--- src/rtl/clock_ratio_monitor.sv ---
// Receive-side checker for a divided clock: samples it in the reference domain,
// measures high/low/period lengths and checks them against the programmed ratio.
module clock_ratio_monitor #(
    parameter int unsigned SYNC_STAGES = 2,
    parameter int unsigned CNT_W       = 5,
    parameter int unsigned LOCK_CNT    = 4
) (
    input  logic             I_ref_clk,
    input  logic             I_rst_n,
    input  logic             I_mon_en,
    input  logic [3:0]       I_div_ratio,
    input  logic             I_div_clk,
    output logic [CNT_W:0]   O_ratio,
    output logic [CNT_W-1:0] O_high_len,
    output logic             O_valid,
    output logic             O_err,
    output logic             O_locked,
    output logic             O_timeout,
    output logic             O_bypass
);

    localparam logic [CNT_W-1:0] CNT_MAX  = '1;
    localparam int unsigned      STRK_W   = $clog2(LOCK_CNT + 1);
    localparam logic [STRK_W-1:0] STRK_MAX = STRK_W'(LOCK_CNT);

    typedef enum logic [1:0] {
        IDLE,
        MEAS_HIGH,
        MEAS_LOW
    } state_t;

    logic [SYNC_STAGES-1:0] sync_q, sync_d;
    logic                   hist_q, hist_d;
    logic [SYNC_STAGES:0]   prime_q, prime_d;
    logic [CNT_W-1:0]       cnt_q, cnt_d;
    logic [CNT_W-1:0]       high_q, high_d;
    state_t                 state_q, state_d;
    logic [CNT_W:0]         ratio_q, ratio_d;
    logic [CNT_W-1:0]       high_len_q, high_len_d;
    logic                   valid_q, valid_d;
    logic                   err_q, err_d;
    logic                   locked_q, locked_d;
    logic                   timeout_q, timeout_d;
    logic                   bypass_q, bypass_d;
    logic [STRK_W-1:0]      streak_q, streak_d;
    logic [3:0]             div_ratio_q, div_ratio_d;

    logic                   primed;
    logic                   sync_s;
    logic                   rise;
    logic                   fall;
    logic                   edge_det;
    logic                   cnt_sat;
    logic [CNT_W:0]         period;
    logic [CNT_W-1:0]       half;
    logic                   match;
    logic                   bypass_now;
    logic                   ratio_chg;

    always_comb begin
        sync_d      = {sync_q[SYNC_STAGES-2:0], I_div_clk};
        hist_d      = sync_q[SYNC_STAGES-1];
        prime_d     = {prime_q[SYNC_STAGES-1:0], 1'b1};
        sync_s      = sync_q[SYNC_STAGES-1];

        // Edges are qualified only once the history flop holds a genuinely
        // sampled value, so a clock already high at reset release is not
        // mistaken for a rise that would open a truncated period.
        primed      = prime_q[SYNC_STAGES];
        rise        = primed & sync_s & ~hist_q;
        fall        = primed & ~sync_s & hist_q;
        edge_det    = rise | fall;
        cnt_sat     = (cnt_q == CNT_MAX);

        if (edge_det) begin
            cnt_d = CNT_W'(1);
        end else if (!cnt_sat) begin
            cnt_d = cnt_q + CNT_W'(1);
        end else begin
            cnt_d = cnt_q;
        end

        period      = {1'b0, high_q} + {1'b0, cnt_q};
        half        = CNT_W'(I_div_ratio >> 1);
        match       = (period == (CNT_W+1)'(I_div_ratio)) &&
                      ((high_q == half) || (I_div_ratio[0] && (high_q == half + CNT_W'(1))));
        bypass_now  = (I_div_ratio < 4'd2);
        ratio_chg   = (I_div_ratio != div_ratio_q);

        state_d     = state_q;
        high_d      = high_q;
        ratio_d     = ratio_q;
        high_len_d  = high_len_q;
        valid_d     = 1'b0;
        err_d       = 1'b0;
        streak_d    = streak_q;
        timeout_d   = timeout_q;
        bypass_d    = bypass_now;
        div_ratio_d = I_div_ratio;

        if (!I_mon_en) begin
            state_d   = IDLE;
            streak_d  = '0;
            timeout_d = 1'b0;
        end else if (bypass_now) begin
            state_d  = IDLE;
            streak_d = '0;
        end else begin
            case (state_q)
                IDLE: begin
                    if (rise) begin
                        state_d = MEAS_HIGH;
                    end
                end
                MEAS_HIGH: begin
                    if (fall) begin
                        high_d  = cnt_q;
                        state_d = MEAS_LOW;
                    end else if (cnt_sat && !edge_det) begin
                        state_d   = IDLE;
                        timeout_d = 1'b1;
                        streak_d  = '0;
                    end
                end
                MEAS_LOW: begin
                    if (rise) begin
                        ratio_d    = period;
                        high_len_d = high_q;
                        valid_d    = 1'b1;
                        err_d      = ~match;
                        state_d    = MEAS_HIGH;
                        if (!match) begin
                            streak_d = '0;
                        end else if (streak_q != STRK_MAX) begin
                            streak_d = streak_q + STRK_W'(1);
                        end
                    end else if (cnt_sat && !edge_det) begin
                        state_d   = IDLE;
                        timeout_d = 1'b1;
                        streak_d  = '0;
                    end
                end
                default: state_d = IDLE;
            endcase
            if (ratio_chg) begin
                streak_d = '0;
            end
        end

        locked_d = (streak_d == STRK_MAX);
    end

    always_ff @(posedge I_ref_clk) begin
        if (!I_rst_n) begin
            sync_q      <= '0;
            hist_q      <= 1'b0;
            prime_q     <= '0;
            cnt_q       <= '0;
            high_q      <= '0;
            state_q     <= IDLE;
            ratio_q     <= '0;
            high_len_q  <= '0;
            valid_q     <= 1'b0;
            err_q       <= 1'b0;
            locked_q    <= 1'b0;
            timeout_q   <= 1'b0;
            bypass_q    <= 1'b0;
            streak_q    <= '0;
            div_ratio_q <= '0;
        end else begin
            sync_q      <= sync_d;
            hist_q      <= hist_d;
            prime_q     <= prime_d;
            cnt_q       <= cnt_d;
            high_q      <= high_d;
            state_q     <= state_d;
            ratio_q     <= ratio_d;
            high_len_q  <= high_len_d;
            valid_q     <= valid_d;
            err_q       <= err_d;
            locked_q    <= locked_d;
            timeout_q   <= timeout_d;
            bypass_q    <= bypass_d;
            streak_q    <= streak_d;
            div_ratio_q <= div_ratio_d;
        end
    end

    assign O_ratio    = ratio_q;
    assign O_high_len = high_len_q;
    assign O_valid    = valid_q;
    assign O_err      = err_q;
    assign O_locked   = locked_q;
    assign O_timeout  = timeout_q;
    assign O_bypass   = bypass_q;

endmodule

--- config.mk ---
export PLATFORM = sky130hd
export DESIGN_NAME = clock_ratio_monitor
export DESIGN_NICKNAME = d
export VERILOG_FILES = /design/src/rtl/clock_ratio_monitor.sv
export SDC_FILE = /design/constraint.sdc
export NUM_CORES = 1
export LEC_CHECK = 0
export ABC_AREA = 0
export ABC_CLOCK_PERIOD_IN_PS = 6200
export CAP_MARGIN = 20
export CORE_ASPECT_RATIO = 1.75
export CORE_MARGIN = 2
export CORE_UTILIZATION = 51
export CTS_BUF_LIST = sky130_fd_sc_hd__clkbuf_8
export DETAILED_ROUTE_END_ITERATION = 8
export PLACE_DENSITY = 0.82
export SYNTH_ARGS = -nofsm -noshare
export SYNTH_HDL_FRONTEND = slang
export SYNTH_SLANG_ARGS = --single-unit
--- constraint.sdc ---
create_clock -name I_ref_clk -period 6.2 [get_ports I_ref_clk]
set_input_delay 1.86 -clock I_ref_clk [delete_from_list [all_inputs] [get_ports I_ref_clk]]
set_output_delay 1.86 -clock I_ref_clk [all_outputs]
set_load 0.01 [all_outputs]
==> flow_summary.ini, run 1 <==
[status]
status = complete, no violations

[timing]
rsz0062_at_grt = false
worst-slew-pin-transition_ns = 0.976
slew_violations = 0
relSlewSlack_pct = 34.8
hold_viol = 0
setup_violations = 0
fin_crit_sh_pct = 61.4
fmax_mhz = 263
clock_skew_ns = 0.00542
tns_ns = 0
min_period_ns = 3.81

[critical_path]
worstSetupStartpointType = primary input
r2r-start = high_q[0]$_SDFFE_PN0P_
endpoint_kind = flip-flop
crit_path_top_delay_cell = clkdlybuf4s50_1
required_ns = 6.38
critical-path-top-delay-family = simple AND/OR/NAND/NOR gates
crit_path_frequent_cell = and2_1
crit_path_max_fanout = 14
arrival_ns = 3.98
cp_slowest_stage_delay_ns = 0.62
regToRegEndpoint = O_locked$_SDFF_PN0_
path_buf_inv = 1
rrSetupSlack_ns = 3.66
crit_type = primary input to flip-flop
crit_chain = clkdlybuf4s50_1 -> or3_1 -> and2_1 -> and2_1 -> and3_1 -> a41oi_1 -> o22ai_1
worstRegToRegCells = 8

[cts]
clk_path_buf_depth = 2
clock-sinks = 41
cts_max_level = 2
numCtsBuffers = 5
root_buffer = clkbuf_8
ctsHoldBuffers = 0
cts_resized = 0
tritoncts = done
postCtsSetupRepairBufs = 0
clk_pin_slew_ns = 0.07
insertion_delay_ns = 0.29

[drt]
vias = 1791
drt_pre_antenna_iters = 4
drtIter0Drc = 42
ant_nets = 0
wl_per_cell_um = 15.4
viasPerCell = 5.65
drt_wl_total_um = 4890
drc = 0

[synthesis]
synth_nets = 270
synthAdderAreaFrac_pct = 8.71
synthSimpleGateAreaFrac_pct = 23.3
syn_area_sq_um = 2240
synth_compound_area_share_pct = 16.4
synth_edf_count = 0
synth_top_area_cell = dfxtp_1
yosysWarnings = 0
yosys-mux-area-fraction_pct = 3.13
synth-xor-area-share_pct = 8.32
synth_top_area_share_pct = 36.6
synth_seq_cells = 41
synth_top_family_by_area = simple AND/OR/NAND/NOR gates
syn_inst = 247
ys_top_cells_by_area = dfxtp_1 (37%), ha_1 (7.8%), nand2_1 (6.2%)
ys.flop_type = dfxtp_1
ys_async_sr_fraction_pct = 0
yosysSeqAreaShare_pct = 36.6
avgSynthCellArea_sq_um = 9.07
synth_cell_types = 49

[global_route]
track_usage_pct = 22.2
antenna_found_initial = 0
grt_max_degree = 35
grt_pass1_wl_um = 8050
grt_pass1_vias = 1761
overflow = 0

[layout]
syn_to_final_growth_pct = 14.9
layout_common_cells = dfxtp_1 (41), nand2_1 (37), clkdlybuf4s50_1 (23)
nets = 291
antennaDiodeCount = 0
drive_gt1_share_pct = 5.22
final_common_cell = dfxtp_1
final_util_pct = 61.4

[power]
clkPwrFrac_pct = 35.4
p_comb_share_pct = 8.6
seqPwrFrac_pct = 55.9
p_int_w = 0.000375
peakVddDrop_mv = 0.157
power.switching_w = 0.000113
p_leak_nw = 1.02
switching_share_pct = 23.1
powerDensity_nw_per_um2 = 190

[placement]
portBuffers = 23
gp_congestion = 0.963
dp_hpwl_um = 3580

[floorplan]
ios = 24
initial_core_util_pct = 53.5
fp.coreArea_sq_um = 4190
die_w_um = 54.1
rows = 31
die_h_um = 91.7
dieArea_sq_um = 4960

[min_path]
worstHoldStart = sync_q[0]$_SDFF_PN0_
hold-path-endpoint = sync_q[1]$_SDFF_PN0_
hold_class = flip-flop to flip-flop
holdPathStages = 1

[job]
drv_cap = 0
## layout make-up
cell class | count | area [sq um]
Fill cell | 353 | 1620
Multi-Input combinational cell | 188 | 1340
Sequential cell | 41 | 821
Timing Repair Buffer | 23 | 230
Clock buffer | 6 | 82.6
Tap cell | 49 | 61.3
Inverter | 9 | 33.8
Clock inverter | 1 | 3.75
## metrics by stage
stage / instance area (sq um) / setup slack, ns / cells / total power [W] / hold WS (ns)
finish: 2570 / 2.39 / 317 / 0.000488 / 0.434
global route: 2570 / 2.24 / 317 / 0.000509 / 0.469
CTS: 2570 / 2.41 / 317 / 0.000492 / 0.437
detailed placement: 2490 / 2.12 / 310 / 0.000320 / 0.419
global placement: 2490 / 2.17 / 310 / 0.000319 / 0.415
floorplan: 2240 / 2.85 / 247 / 0.000308 / 0.412
## power by group through the flow
stage / Sequential (W) / Clock [W] / Combinational, W
2_1_floorplan: 0.000278 / 0 / 0.0000303
3_3_place_gp: 0.000279 / 0 / 0.0000404
3_5_place_dp: 0.000279 / 0 / 0.0000414
4_1_cts: 0.000273 / 0.000177 / 0.0000421
5_1_grt: 0.000274 / 0.000188 / 0.0000468
6_report: 0.000273 / 0.000173 / 0.0000421
## cell usage after synthesis (2+ instances only)
master and instances:
a21boi_0 11, a21oi_1 11, a41oi_1 2, and2_1 12
and3_1 7, buf_2 3, clkbuf_1 5, dfxtp_1 41
ha_1 14, inv_1 9, mux2i_1 7, nand2_1 37
nand2b_1 3, nand3_1 5, nand4_1 2, nor2_1 10
nor2b_1 10, nor4_2 2, o211a_1 2, o21ai_0 7
o22ai_1 2, o41ai_1 2, or3_1 3, xnor2_1 4
xor2_1 12
## kinds of logic after synthesis
family	Yosys count
DFF	41
xor gates and xnor gates	18
muxes	7
and+or+nand+nor	99
adders and majority gates	15
AOI/OAI and AO/OA	49
buffers and inverters	18
## sequential cells by signal, indices dropped and copies added (netlist names)
| name | count |
|---|---|
| O_locked | 1 |
| cnt_q | 5 |
| streak_q | 3 |
| O_ratio | 6 |
| O_timeout | 1 |
| div_ratio_q | 4 |
| O_bypass | 1 |
| O_valid | 1 |
| prime_q | 3 |
| O_high_len | 5 |
| state_q | 2 |
| high_q | 5 |
| sync_q | 2 |
| hist_q | 1 |
| O_err | 1 |
## routing by layer
metal | wire length [um] | vias up | global-route usage (%) | part of all wire (%)
li1 | - | 897 | - | -
met1 | 1980 | 842 | 25.3 | 41
met2 | 2590 | 39 | 37.6 | 53
met3 | 147 | 13 | 3.42 | 3.0
met4 | 163 | 0 | 12.3 | 3.3
met5 | 0 | - | 0 | 0
## worst max-delay path by stage
stage | from | end | slack, ns | depth (start not counted)
after detailed placement | I_div_ratio[3] | streak_q[0]$_SDFF_PN0_ | 2.12 | 7
after global routing | I_div_ratio[3] | streak_q[0]$_SDFF_PN0_ | 2.24 | 7
after floorplan | I_div_ratio[1] | streak_q[0]$_SDFF_PN0_ | 2.85 | 7
after CTS | I_div_ratio[3] | streak_q[0]$_SDFF_PN0_ | 2.41 | 7
final | I_div_ratio[3] | streak_q[0]$_SDFF_PN0_ | 2.39 | 7
after global placement | I_div_ratio[1] | streak_q[0]$_SDFF_PN0_ | 2.17 | 7
Note: power is estimated with default switching activity, not from simulation.
==> inputs of run 2 (changes only) <==
--- a/config.mk
+++ b/config.mk
@@ -6,14 +6,14 @@
 export NUM_CORES = 1
 export LEC_CHECK = 0
 export ABC_AREA = 0
-export ABC_CLOCK_PERIOD_IN_PS = 6200
+export ABC_CLOCK_PERIOD_IN_PS = 3110
 export CAP_MARGIN = 20
 export CORE_ASPECT_RATIO = 1.75
 export CORE_MARGIN = 2
 export CORE_UTILIZATION = 51
 export CTS_BUF_LIST = sky130_fd_sc_hd__clkbuf_8
 export DETAILED_ROUTE_END_ITERATION = 8
-export PLACE_DENSITY = 0.82
+export PLACE_DENSITY = 0.85
 export SYNTH_ARGS = -nofsm -noshare
 export SYNTH_HDL_FRONTEND = slang
 export SYNTH_SLANG_ARGS = --single-unit
==> constraint.sdc (replaced) <==
create_clock -name I_ref_clk -period 3.11 [get_ports I_ref_clk]
set_input_delay 0.933 -clock I_ref_clk [delete_from_list [all_inputs] [get_ports I_ref_clk]]
set_output_delay 0.933 -clock I_ref_clk [all_outputs]
set_load 0.01 [all_outputs]
==> run 2 against run 1 <==
Effect of this change:
- total power is 110% higher
- cell area is 2.7% higher
- hold slack better by 0.0040 ns
- die area stayed put
- critical path depth stayed put
- largest cell class unchanged
- highest routed layer unchanged
==> flow_summary.ini, run 2 (same netlist as run 1, synthesis figures left out) <==
[status]
status = complete, no violations

[critical_path]
endpoint_kind = flip-flop
required_ns = 3.30
crit_path_top_delay_cell = clkdlybuf4s50_1
regToRegEndpoint = O_locked$_SDFF_PN0_
rrSetupSlack_ns = 0.63
cp-startpoint = I_div_ratio[2]
arrival_ns = 2.96
cp_slowest_stage_delay_ns = 0.68
crit_path_max_fanout = 9
worstSetupStartpointType = primary input
crit_type = primary input to flip-flop
crit_chain = clkdlybuf4s50_1 -> xor3_1 -> nor4_2 -> o221ai_2 -> nor2_2 -> nand2_1 -> o211a_1
worstRegToRegCells = 8
r2r-start = high_q[0]$_SDFFE_PN0P_

[global_route]
antenna_found_initial = 0
grt_pass1_wl_um = 7640
grt_pass1_vias = 1747
grt_max_degree = 34
track_usage_pct = 21.0
overflow = 0

[placement]
gp_congestion = 0.851
postPlaceCellArea_sq_um = 2540
portBuffers = 23
dp_hpwl_um = 3570

[power]
clkPwrFrac_pct = 39.5
powerDensity_nw_per_um2 = 395
p_comb_share_pct = 8.4
peakVddDrop_mv = 0.362
p_int_w = 0.000812
p_leak_nw = 1.06
switching_share_pct = 22.3
seqPwrFrac_pct = 52.1
p_total_w = 0.00104
power.switching_w = 0.000233

[layout]
fillers = 353
antennaDiodeCount = 0
largest_register_ffs = 6
final_common_cell = dfxtp_1
drive_gt1_share_pct = 8.00
multi_input_area_sq_um = 1340
syn_to_final_growth_pct = 18.0
layout_common_cells = dfxtp_1 (41), nand2_1 (37), clkdlybuf4s50_1 (23)
nets = 298
regArea_sq_um = 821
post-route-cell-area_sq_um = 2640

[drt]
ant_nets = 0
drtIter0Drc = 42
vias = 1816
wl_per_cell_um = 14.8
viasPerCell = 5.60
drt_wl_total_um = 4800
drc = 0
drt_pre_antenna_iters = 5

[timing]
slew_violations = 0
clock_skew_ns = 0.00328
rsz0062_at_grt = false
setup_violations = 0
min_period_ns = 2.77
fin_crit_sh_pct = 89.1
hold_viol = 0
fmax_mhz = 361
tns_ns = 0
relSlewSlack_pct = 73.7
worst-slew-pin-transition_ns = 0.389

[cts]
cts_max_level = 2
ctsHoldBuffers = 0
numCtsBuffers = 5
postCtsSetupRepairBufs = 0
root_buffer = clkbuf_8
clk_path_buf_depth = 2
insertion_delay_ns = 0.29
cts_resized = 0
tritoncts = done
clk_pin_slew_ns = 0.07
clock-sinks = 41

[floorplan]
die_h_um = 91.7
initial_core_util_pct = 53.5
die_w_um = 54.1
rows = 31
dieArea_sq_um = 4960
ios = 24
fp.coreArea_sq_um = 4190

[min_path]
hold-path-endpoint = prime_q[2]$_SDFF_PN0_
worstHoldStart = prime_q[1]$_SDFF_PN0_
holdPathStages = 1
hold_class = flip-flop to flip-flop

[job]
drv_cap = 0
==> run 2: cell count changes in the layout (fill, tap and decap cells not counted), sizes merged <==
cell | previous run | this run
buf | 0 | 7
bufinv | 0 | 1
clkbuf | 6 | 5
clkinv | 0 | 1
inv | 10 | 9
==> run 2: final cells by class <==
type	instances	area share (%)
timing repair buffer	30	10.7
tap	49	2.32
clock buffer	5	2.60
multi-input combinational	188	50.7
sequential	41	31.0
clock inverter	2	1.33
inverter	9	1.28
==> run 2: layer usage <==
layer	track usage, %	vias to the layer above	part of all wire [%]	wire, um
met4	11.9	0	3.2	154
met3	2.93	12	2.6	126
li1	-	913	-	-
met5	0	-	0	0
met2	36.6	42	52	2490
met1	22.8	849	42	2030
==> run 2: power groups by stage <==
stage          Combinational (W)  Sequential (W)  Clock, W
6_report               0.0000875        0.000544  0.000413
5_1_grt                0.0000958        0.000546  0.000440
3_5_place_dp           0.0000866        0.000557         0
2_1_floorplan          0.0000605        0.000554         0
4_1_cts                0.0000874        0.000544  0.000425
3_3_place_gp           0.0000854        0.000556         0
==> run 2: how the worst max path moves through the flow <==
stage	endpoint	slack, ns	cells past startpoint
3_5_place_dp	O_locked$_SDFF_PN0_	0.02	7
3_3_place_gp	O_locked$_SDFF_PN0_	0.1	7
4_1_cts	O_locked$_SDFF_PN0_	0.35	7
5_1_grt	O_locked$_SDFF_PN0_	0.23	7
6_report	O_locked$_SDFF_PN0_	0.34	7
2_1_floorplan	streak_q[0]$_SDFF_PN0_	0.69	7
==> run 2: worst max-delay path, delay by kind of cell <==
kind,cells,cell delay (ns)
buffers and inverters,1,0.68
and+or+nand+nor,3,0.54
xor gates and xnor gates,1,0.40
AOI/OAI and AO/OA,2,0.40
==> run 2: per-stage QoR <==
step / setup slack, ns / util [%] / std cells / hold slack (ns)
2_1_floorplan: 0.687 / - / 247 / 0.412
3_3_place_gp: 0.0991 / 60.6 / 317 / 0.415
3_5_place_dp: 0.0241 / 60.6 / 317 / 0.423
4_1_cts: 0.352 / 63.1 / 324 / 0.441
5_1_grt: 0.227 / 63.1 / 324 / 0.460
6_report: 0.340 / 63.1 / 324 / 0.438
==> inputs of run 3 (changes only) <==
--- a/config.mk
+++ b/config.mk
@@ -6,13 +6,12 @@
 export NUM_CORES = 1
 export LEC_CHECK = 0
 export ABC_AREA = 0
-export ABC_CLOCK_PERIOD_IN_PS = 3110
-export CAP_MARGIN = 20
 export CORE_ASPECT_RATIO = 1.75
 export CORE_MARGIN = 2
 export CORE_UTILIZATION = 51
 export CTS_BUF_LIST = sky130_fd_sc_hd__clkbuf_8
 export DETAILED_ROUTE_END_ITERATION = 8
+export MAX_ROUTING_LAYER = met4
 export PLACE_DENSITY = 0.85
 export SYNTH_ARGS = -nofsm -noshare
 export SYNTH_HDL_FRONTEND = slang
==> run 3 against run 2 <==
Effect of this change:
- die area did not move
- register-to-register slack barely moved
- hold slack got worse by 0.0035 ns
- core utilization rose by 0.39 points
- non-clock buffer count did not move
- total power rose by 3.6%
- final cell count rose by 0.31%
- maximum frequency rose by 0.24%
- largest power group unchanged
==> flow_summary.ini, run 3 (same netlist as run 1, synthesis figures left out) <==
[global_route]
antenna_found_initial = 0
overflow = 0
grt_max_degree = 27
track_usage_pct = 22.3
grt_pass1_wl_um = 8080
grt_pass1_vias = 1768

[power]
p_leak_nw = 1.06
peakVddDrop_mv = 0.356
p_total_w = 0.00108
powerDensity_nw_per_um2 = 407

[placement]
postPlaceCellArea_sq_um = 2540
portBuffers = 23
gp_congestion = 0.896
dp_cells = 317
dp_hpwl_um = 3620

[layout]
stdcell_count = 325
syn_to_final_growth_pct = 18.7
nets = 298
regArea_sq_um = 821
fillers = 361
drive_gt1_share_pct = 8.33
post-route-cell-area_sq_um = 2660
multi_input_area_sq_um = 1340
layout_common_cells = dfxtp_1 (41), nand2_1 (37), clkdlybuf4s50_1 (23)
final_util_pct = 63.5
antennaDiodeCount = 0
largest_register_ffs = 6
final_common_cell = dfxtp_1

[cts]
insertion_delay_ns = 0.30
clock-sinks = 41
cts_resized = 0
root_buffer = clkbuf_8
numCtsBuffers = 5
tritoncts = done
clk_pin_slew_ns = 0.08
ctsHoldBuffers = 0
clk_path_buf_depth = 2
cts_max_level = 2
postCtsSetupRepairBufs = 0

[floorplan]
die_w_um = 54.1
rows = 31
dieArea_sq_um = 4960
die_h_um = 91.7
ios = 24
fp.coreArea_sq_um = 4190
initial_core_util_pct = 53.5

[timing]
fmax_mhz = 362
setup_violations = 0
clock_skew_ns = 0.00669
tns_ns = 0
slew_violations = 0
rsz0062_at_grt = false
hold_viol = 0
fin_crit_sh_pct = 88.9
min_period_ns = 2.76
worst-slew-pin-transition_ns = 0.450
relSlewSlack_pct = 69.7

[drt]
drt_wl_total_um = 4870
vias = 1828
drt_pre_antenna_iters = 4
drtIter0Drc = 26
viasPerCell = 5.62
wl_per_cell_um = 15.0
ant_nets = 0
drc = 0

[critical_path]
required_ns = 3.30
crit_path_top_delay_cell = clkdlybuf4s50_1
crit_chain = clkdlybuf4s50_1 -> xor3_1 -> nor4_2 -> o221ai_2 -> nor2_2 -> nand2_1 -> o211a_1
cp_slowest_stage_delay_ns = 0.68
crit_type = primary input to flip-flop
endpoint_kind = flip-flop
path_buf_inv = 1
crit_path_max_fanout = 9
r2r-start = high_q[0]$_SDFFE_PN0P_
cp-startpoint = I_div_ratio[2]
arrival_ns = 2.95
worstSetupStartpointType = primary input
critical-path-top-delay-family = buffers and inverters

[min_path]
hold_class = flip-flop to flip-flop
worstHoldStart = prime_q[1]$_SDFF_PN0_

[job]
drv_cap = 0

[status]
status = complete, no violations
## run 3: cell types whose count changed in the layout (fill, tap and decap cells not counted)
cell	delta
clkbuf_8	+1
clkinv_2	-1
clkinvlp_4	+1
## run 3: worst reg2reg max path: stages (launching register included)
cell and delay, ns:
dfxtp_1 0.47, ha_1 0.25, fa_1 0.48, xor2_1 0.20, nor4_2 0.29, o221ai_2 0.19
nor2_2 0.20, nand2_1 0.08, o211a_1 0.22
## run 3: cell type report
type                       instances  share of cell area, %
clock inverter                     2                   1.41
multi-input combinational        188                   50.4
clock buffer                       6                   3.10
tap                               49                   2.30
sequential                        41                   30.9
inverter                           9                   1.27
timing repair buffer              30                   10.6
## run 3: path summary, 6_finish.rpt
path / to / slack [ns] / depth (start not counted)
worst max register to register: O_locked$_SDFF_PN0_ / 0.63 / 8
worst max-delay path: O_locked$_SDFF_PN0_ / 0.35 / 7
worst min-delay path: prime_q[2]$_SDFF_PN0_ / 0.43 / 1
worst min register to register: prime_q[2]$_SDFF_PN0_ / 0.43 / 1
## run 3: power breakdown
group	leakage, nW	switching, W	total [W]	internal, W
sequential	0.333	0.0000100	0.000544	0.000534
clock	0.0574	0.000190	0.000451	0.000261
combinational	0.672	0.0000434	0.0000875	0.0000441
total	1.06	0.000243	0.00108	0.000840
## run 3: routing by layer
layer / GRT usage [%] / vias up / routed length (um)
met4: 9.17 / 0 / 108
li1: - / 911 / -
met2: 38.0 / 46 / 2610
met5: - / - / 0
met1: 24.7 / 859 / 1990
met3: 3.75 / 12 / 160
## run 3: stage by stage
step	worst slack, ns	hold WS, ns
after floorplan	0.687	0.412
after global placement	0.0908	0.416
after detailed placement	0.0440	0.418
after CTS	0.353	0.437
after global routing	0.238	0.443
final	0.346	0.435
